[config.mk]
export PLATFORM = sky130hd
export DESIGN_NAME = bcd2gray_arbiter
export DESIGN_NICKNAME = d
export VERILOG_FILES = /design/src/rtl/bcd2gray_arbiter.sv
export SDC_FILE = /design/constraint.sdc
export NUM_CORES = 1
export LEC_CHECK = 0
export CORE_MARGIN = 4
export CORE_UTILIZATION = 35
export CTS_BUF_LIST = sky130_fd_sc_hd__clkbuf_4 sky130_fd_sc_hd__clkbuf_8 sky130_fd_sc_hd__clkbuf_16
export DETAILED_ROUTE_END_ITERATION = 8
export MAX_ROUTING_LAYER = met4
export PLACE_DENSITY = 0.69
export SYNTH_ARGS = -nofsm -noshare
export SYNTH_HDL_FRONTEND = slang
export SYNTH_SLANG_ARGS = --single-unit
[constraint.sdc]
create_clock -name clk -period 8.7 [get_ports clk]
set_input_delay 1.305 -clock clk [delete_from_list [all_inputs] [get_ports clk]]
set_output_delay 1.305 -clock clk [all_outputs]
set_load 0.005 [all_outputs]
[src/rtl/bcd2gray_arbiter.sv]
`default_nettype none
// ============================================================================
//  Module      : bcd2gray_arbiter
//  Description : Round-robin arbiter sharing one registered BCD-to-Gray
//                converter among NREQ requesters. The result is held on a
//                valid/ack handshake, non-BCD codes are flagged, and an
//                8-bit saturating error count is kept.
//  Revision    : 1.0 - initial release
// ============================================================================
module bcd2gray_arbiter #(
  parameter int NREQ = 4,
  parameter int IDW  = 2
) (
  input  logic              clk,
  input  logic              rst_n,
  input  logic [NREQ-1:0]   req,
  input  logic [4*NREQ-1:0] bcd_in,
  output logic [NREQ-1:0]   gnt,
  output logic              out_valid,
  output logic [IDW-1:0]    out_id,
  output logic [3:0]        gray_out,
  output logic              bcd_err,
  input  logic              out_ack,
  output logic [7:0]        err_cnt
);

  typedef enum logic [0:0] {
    ST_IDLE = 1'b0,
    ST_HOLD = 1'b1
  } state_t;

  state_t          state_q, state_d;
  logic [IDW-1:0]  last_q, last_d;
  logic [IDW-1:0]  id_q, id_d;
  logic [NREQ-1:0] gnt_q, gnt_d;
  logic [3:0]      gray_q, gray_d;
  logic            err_q, err_d;
  logic [7:0]      cnt_q, cnt_d;

  logic            found;
  logic [IDW-1:0]  win;
  logic [3:0]      win_digit;

  // Round-robin search: first set request starting one past the last winner
  always_comb begin
    found = 1'b0;
    win   = '0;
    for (int k = 1; k <= NREQ; k++) begin
      for (int i = 0; i < NREQ; i++) begin
        if (!found && req[i] && (i == ((int'(last_q) + k) % NREQ))) begin
          found = 1'b1;
          win   = IDW'(i);
        end
      end
    end
  end

  // Select only the winning requester's digit; other lanes are never used
  always_comb begin
    win_digit = '0;
    for (int i = 0; i < NREQ; i++) begin
      if (win == IDW'(i)) begin
        win_digit = bcd_in[4*i +: 4];
      end
    end
  end

  // Next-state logic: grant and capture in IDLE, hold result until ack
  always_comb begin
    state_d = state_q;
    last_d  = last_q;
    id_d    = id_q;
    gnt_d   = '0;
    gray_d  = gray_q;
    err_d   = err_q;
    cnt_d   = cnt_q;
    case (state_q)
      ST_IDLE: begin
        if (found) begin
          gnt_d   = NREQ'(1) << win;
          id_d    = win;
          last_d  = win;
          gray_d  = {win_digit[3],
                     win_digit[3] ^ win_digit[2],
                     win_digit[2] ^ win_digit[1],
                     win_digit[1] ^ win_digit[0]};
          err_d   = (win_digit > 4'd9);
          if ((win_digit > 4'd9) && (cnt_q != 8'hFF)) begin
            cnt_d = cnt_q + 8'd1;
          end
          state_d = ST_HOLD;
        end
      end
      ST_HOLD: begin
        if (out_ack) begin
          state_d = ST_IDLE;
        end
      end
      default: state_d = ST_IDLE;
    endcase
  end

  // State and result registers with synchronous active-low reset
  always_ff @(posedge clk) begin
    if (!rst_n) begin
      state_q <= ST_IDLE;
      last_q  <= IDW'(NREQ - 1);
      id_q    <= '0;
      gnt_q   <= '0;
      gray_q  <= '0;
      err_q   <= 1'b0;
      cnt_q   <= '0;
    end else begin
      state_q <= state_d;
      last_q  <= last_d;
      id_q    <= id_d;
      gnt_q   <= gnt_d;
      gray_q  <= gray_d;
      err_q   <= err_d;
      cnt_q   <= cnt_d;
    end
  end

  assign gnt       = gnt_q;
  assign out_valid = (state_q == ST_HOLD);
  assign out_id    = id_q;
  assign gray_out  = gray_q;
  assign bcd_err   = err_q;
  assign err_cnt   = cnt_q;

endmodule
`default_nettype wire

==> Word level (Yosys, flattened, before mapping) <==
Index checks and enable logic that the tools add are counted.
{ "totals": {"ramBits": 0, "ff_bits": 22, "latchBits": 0, "memories": 0, "output_inout_bits": 20, "mem_bits_ro": 0, "elab_cells": 137, "in_bits": 23} }
{ "classes": {"mul": 0, "n_div": 0, "reduce_logical": 59, "mux": 38, "addsub": 5, "n_lt_le_gt_ge": 1, "bitwise": 10, "eq_ne": 16, "shift": 1} }
{ "ops": {"columns": ["cell", "count"], "rows": [
  ["$logic_not 32->1", 4],
  ["$logic_and 1x1->1", 32],
  ["$mux 2", 14],
  ["$eq 3x3->1 const A", 8],
  ["$mux 1", 19],
  ["$mux 4", 4],
  ["$logic_not 1->1", 15],
  ["$eq 2x3->1 const A", 4],
  ["$add 8x1->8 const B", 1],
  ["$ne 8x8->1 const B", 1],
  ["$reduce_or 2->1", 4],
  ["$add 2x1->2 const B", 2],
  ["$add 2x2->2 const B", 2],
  ["$and 1x1->1 const A", 4],
  ["$eq 2x2->1 const B", 2],
  ["$gt 4x4->1 const B", 1],
  ["$shl 1x2->4 const A", 1],
  ["$not 1->1", 3],
  ["$reduce_and 3->1", 1],
  ["$reduce_or 3->1", 1],
  ["$xor 1x1->1", 3],
  ["$eq 2x1->1 const B", 1],
  ["$logic_not 2->1", 1],
  ["$pmux 1 s2", 1],
  ["$reduce_and 2->1", 1]
]} }

==> Depth between registers and ports, before layout <==
Gate-level depths: netlist of the first run.
{ "logic_depth": {"ltp_word": 74, "ltp_mapped": 15, "depth_no_buf": 15} }

==> Worst setup path after synthesis of the first run <==
OpenSTA, ideal clock, no wires.
{ "synth_path": {"path_type": "input to register", "startpoint": "input port req[2]", "endpoint": "register cnt_q[5], in the netlist err_cnt[5]", "setup_ps": 128, "arrival_ps": 3680, "stages": 13, "setup_slack_ps": 4892, "required_time_ps": 8572, "path_buffers": 0, "cell_sequence": "nor2_1 a21boi_1 a31oi_1 o221ai_1 mux2_2 ha_1 and2_0 a2111oi_4 o31a_4 and4_4 nand3_2 xor2_1 nor2_1"} }
{ "synth_via": {"elab_chain_cells": 63, "word_cells_on_any_way": 80, "cone_classes": "1 x order compare; 3 x eq/ne; 32 x mux; 44 x reduce/logical"} }
{ "synth_rtl": {"columns": ["element", "line_no", "source"], "rows": [
  ["start: declaration", "16", "input logic [NREQ-1:0] req,"],
  ["$logic_and 1x1->1 (2 in series)", "50", "if (!found && req[i] && (i == ((int'(last_q) + k) % NREQ))) begin"],
  ["$mux 1", "50", null],
  ["$logic_not 1->1", "50", null],
  ["$logic_and 1x1->1 (2 in series)", "50", null],
  ["$mux 1", "50", null],
  ["$logic_not 1->1", "50", null],
  ["$logic_and 1x1->1 (2 in series)", "50", null],
  ["$mux 1", "50", null],
  ["[... 43 more ...]", null, null],
  ["$mux 2 *", "50", null],
  ["$logic_not 2->1", "62", "if (win == IDW'(i)) begin"],
  ["$mux 4 (3 in series)", "62", null],
  ["$mux 4 *", "62", null],
  ["named net win_digit[3]", "42", "logic [3:0] win_digit;"],
  ["$gt 4x4->1 *", "88", "if ((win_digit > 4'd9) && (cnt_q != 8'hFF)) begin"],
  ["$logic_and 1x1->1 *", "88", null],
  ["$reduce_and 3->1 (no source line) *", null, null],
  ["end signal: assignment", "120", "cnt_q <= cnt_d;"],
  ["end: declaration", "38", "logic [7:0] cnt_q, cnt_d;"]
]} }
Mark *: on every way through the listed nets, which the timed path passes. The rest lies on a longest branch.
A chain may end at the register's enable or synchronous reset.

==> Final worst setup path of the first run <==
{ "layout_path": {"startpoint": "input port req[2]", "endpoint": "register cnt_q[7], in the netlist err_cnt[7]"} }
Same word-level chain as after synthesis.

==> summary.md, run 1 <==
| Metric | Value |
|---|---|
| Status | `complete, no violations` |
| Number of flops mapped to enable cells by yosys | `0` |
| Most used DFF post-synth | `dfxtp_1` |
| Async set-reset flop share out of synthesis | `0%` |
| Seq cells post-synth | `22` |
| Routed WL per cell | `13.0 µm` |
| Clock Latency Late Sink | `0.29 ns` |
| Final Hold Viols | `0` |
| Family with the most delay on the worst path | `compound AO/OA/AOI/OAI gates` |
| Hold slack | `0.463 ns` |
| Row count | `20` |
| Yosys top cell area share | `38.7%` |
| Via count | `1,083` |
| Number of global-route vias before repair | `1,070` |
| Initial antenna violation count | `0` |
| PostCTS Resize Cnt | `0` |
| Detailed Place HPWL | `2.20 mm` |
| Max VDD drop | `0.0000760 V` |
| Die span in x | `65.0 µm` |
| Area after DPL | `1610 µm²` |
| Register area share after synthesis | `38.7%` |
| Port Buf Inserts | `42` |
| Detailed Route Iter0 Violations | `120` |
| Post-Route Setup TNS | `0 ns` |
| Post-route antenna net violation count | `0` |
| Setup WS pre-CTS | `3.96 ns` |
| Post-synth cell types | `37` |
| Hold_buf cts | `0` |
| Post-synthesis net count | `160` |
| Most used cell, CP | `nor2_1` |
| CP Launch Type | `primary input` |
| RSZ-0062 raised after global routing | `no` |
| Initial core utilization | `37.0%` |
| All-Layer GR Usage | `14.2%` |
| CTS Buffer Depth | `2` |
| CP max stage delay | `0.60 ns` |
| Worst Setup End Kind | `flip-flop` |
| Yosys top cell by area | `dfxtp_1` |
| Die ar. | `4230 µm²` |
| Final Skew | `0.00286 ns` |
| Yosys Warn Count | `0` |
| Pwr Density | `145 nW/µm²` |
| Syn Area/Cell | `8.63 µm²` |
| Required time of the critical path | `8.88 ns` |
| Leakage power | `0.614 nW` |
| Worst EP arrival | `4.62 ns` |
| Core Footprint | `3080 µm²` |
| Final nets | `205` |
| Ant. Diodes | `0` |
| Setup CP Type | `in2reg` |
| # H-tree levels | `1` |
| Worst hold path type | `reg2reg` |
| Max Cap Viol | `0` |
| Detailed-route DRC error count | `0` |
| Final core occ | `52.9%` |
| Post-Syn Area | `1140 µm²` |
| First-pass DRT Iterations | `4` |
| Clock Sinks | `22` |
| Rel. slew slack | `59.4%` |
| IO Pins | `43` |
| Worst-path cell chain | `clkdlybuf4s50_1 > nor2_1 > a21boi_1 > a31oi_1 > o221ai_1 > mux2_2 > ha_1 > and2_0 > a2111oi_4 > o31a_4 > and4_4 > nand3_2 > xor2_1 > nor2_1` |
| Die H | `65.0 µm` |
| Slew @ Worst Pin | `0.606 ns` |
| GR Overflow Total | `0` |
| Peak Freq | `225 MHz` |
| Top cells by area, synth | `dfxtp_1, nor2_1, ha_1` |
| Layout cell share with drive strength beyond 1 | `6.86%` |
| Root Buffer | `clkbuf_4` |
| Setup WS post-layout | `4.26 ns` |
| Final GP Congestion | `0.908` |
| Slowest-stage cell, CP | `clkdlybuf4s50_1` |
| First-pass GRT wire length | `4.77 mm` |
| # setup viols final | `0` |
| Fin crit share | `51.1%` |
| Cells after synthesis | `132` |
| Final min period | `4.44 ns` |
| Vias per inst | `4.95` |
| Clk pin slew, worst setup/hold paths | `0.11 ns` |
| TritonCTS clock tree | `yes` |
| # Post-CTS Setup Buffers | `0` |
| Final Instance Area | `1630 µm²` |
| P&R area growth vs syn | `43.1%` |
| Largest net degree at the start of global routing | `15` |
| Commonest cells post-synth | `dfxtp_1, nor2_1, a21oi_1, nand2_1, inv_1` |
| Slew Viols, Final | `0` |
| Crit path buf inv count | `1` |
| Drt total wl | `2.84 mm` |
| Total CTS buffers | `3` |
| Critical path peak fanout | `6` |
## cells by family after synthesis
logic type	share of synthesized area, %
buf+inv	2.64
simple gates	24.1
compound gates	21.9
flops	38.7
xor+xnor	5.38
fa+ha+maj	5.49
mux	1.87
## report_power, final
group	leakage, nW	total [mW]	switching [mW]	internal (mW)
Combinational	0.420	0.0761	0.0333	0.0428
Clock	0.0138	0.0432	0.0272	0.0161
Sequential	0.180	0.117	0.00713	0.110
Total	0.614	0.236	0.0676	0.168
## sequential cells by signal, summed over array words and instances (netlist names)
name and cells:
gnt 4, bcd_err 1, last_q 2, out_id 2
err_cnt 8, gray_out 4, out_valid 1
## layout make-up
| cell class | instances | area [µm²] |
|---|---|---|
| Clock buffer | 3 | 22.5 |
| Fill cell | 303 | 1450 |
| Inverter | 6 | 22.5 |
| Multi-Input combinational cell | 102 | 668 |
| Sequential cell | 22 | 440 |
| Tap cell | 44 | 55.1 |
| Timing Repair Buffer | 42 | 420 |
## worst reg2reg max path: cells and delay by family (launching register included)
kind / cells / cell delay (ns)
compound gates: 5 / 1.28
xor+xnor: 1 / 0.15
fa+ha+maj: 1 / 0.21
flops: 1 / 0.45
mux: 1 / 0.33
simple gates: 5 / 0.79
## worst paths after layout
path	startpoint	to	slack, ns	depth (start not counted)
min	out_id[1]	out_id[1]	0.46	2
max reg2reg	last_q[0]	err_cnt[7]	5.39	13
max	req[2]	err_cnt[7]	4.26	14
min reg2reg	out_id[1]	out_id[1]	0.46	2
## cells in the final DEF (no fill, tap or decap), types with 2 or more instances in the layout
| cell | netlist | routed |
|---|---|---|
| clkbuf_4 | 0 | 3 |
| dfxtp_1 | 22 | 22 |
| o22a_1 | 2 | 2 |
| xor2_1 | 4 | 4 |
| o221ai_1 | 4 | 4 |
| or2b_1 | 2 | 2 |
| nor2_1 | 22 | 22 |
| o22ai_1 | 3 | 3 |
| xnor2_1 | 3 | 3 |
| or2_2 | 2 | 2 |
| nand3_2 | 2 | 2 |
| clkdlybuf4s50_1 | 0 | 42 |
| a21oi_1 | 12 | 12 |
| o21ai_0 | 4 | 4 |
| nand2b_1 | 4 | 4 |
| nor3_1 | 2 | 2 |
| inv_1 | 6 | 6 |
| nand2_1 | 12 | 12 |
| ha_1 | 5 | 5 |
## metal layers
metal,global-route usage [%],up-vias,routed length [µm]
li1,-,555,-
met1,17.5,489,1360
met2,23.8,39,1260
met3,3.81,0,214
met4,2.07,0,0
met5,-,-,0
## through the flow
stage / std cells / total power, mW
2_1_floorplan: 132 / 0.159
3_3_place_gp: 216 / 0.194
3_5_place_dp: 216 / 0.195
4_1_cts: 219 / 0.239
5_1_grt: 219 / 0.252
6_report: 219 / 0.236
Note: power is estimated with default switching activity, not from simulation.
==> run 2, diff against run 1 <==
Clock period 8.7 ns to 4.3 ns, I/O delays scaled along.
==> results of run 2 <==
Same layout as run 1 (identical final DEF). Status: complete, no violations.
Among the figures that moved: setup slack after placement 3.96 ns -> 0.222 ns; setup slack after layout 4.26 ns -> 0.517 ns; register-to-register setup slack 5.39 ns -> 0.99 ns; total power 0.236 mW -> 0.478 mW; worst IR drop on VDD 0.0000760 V -> 0.000154 V
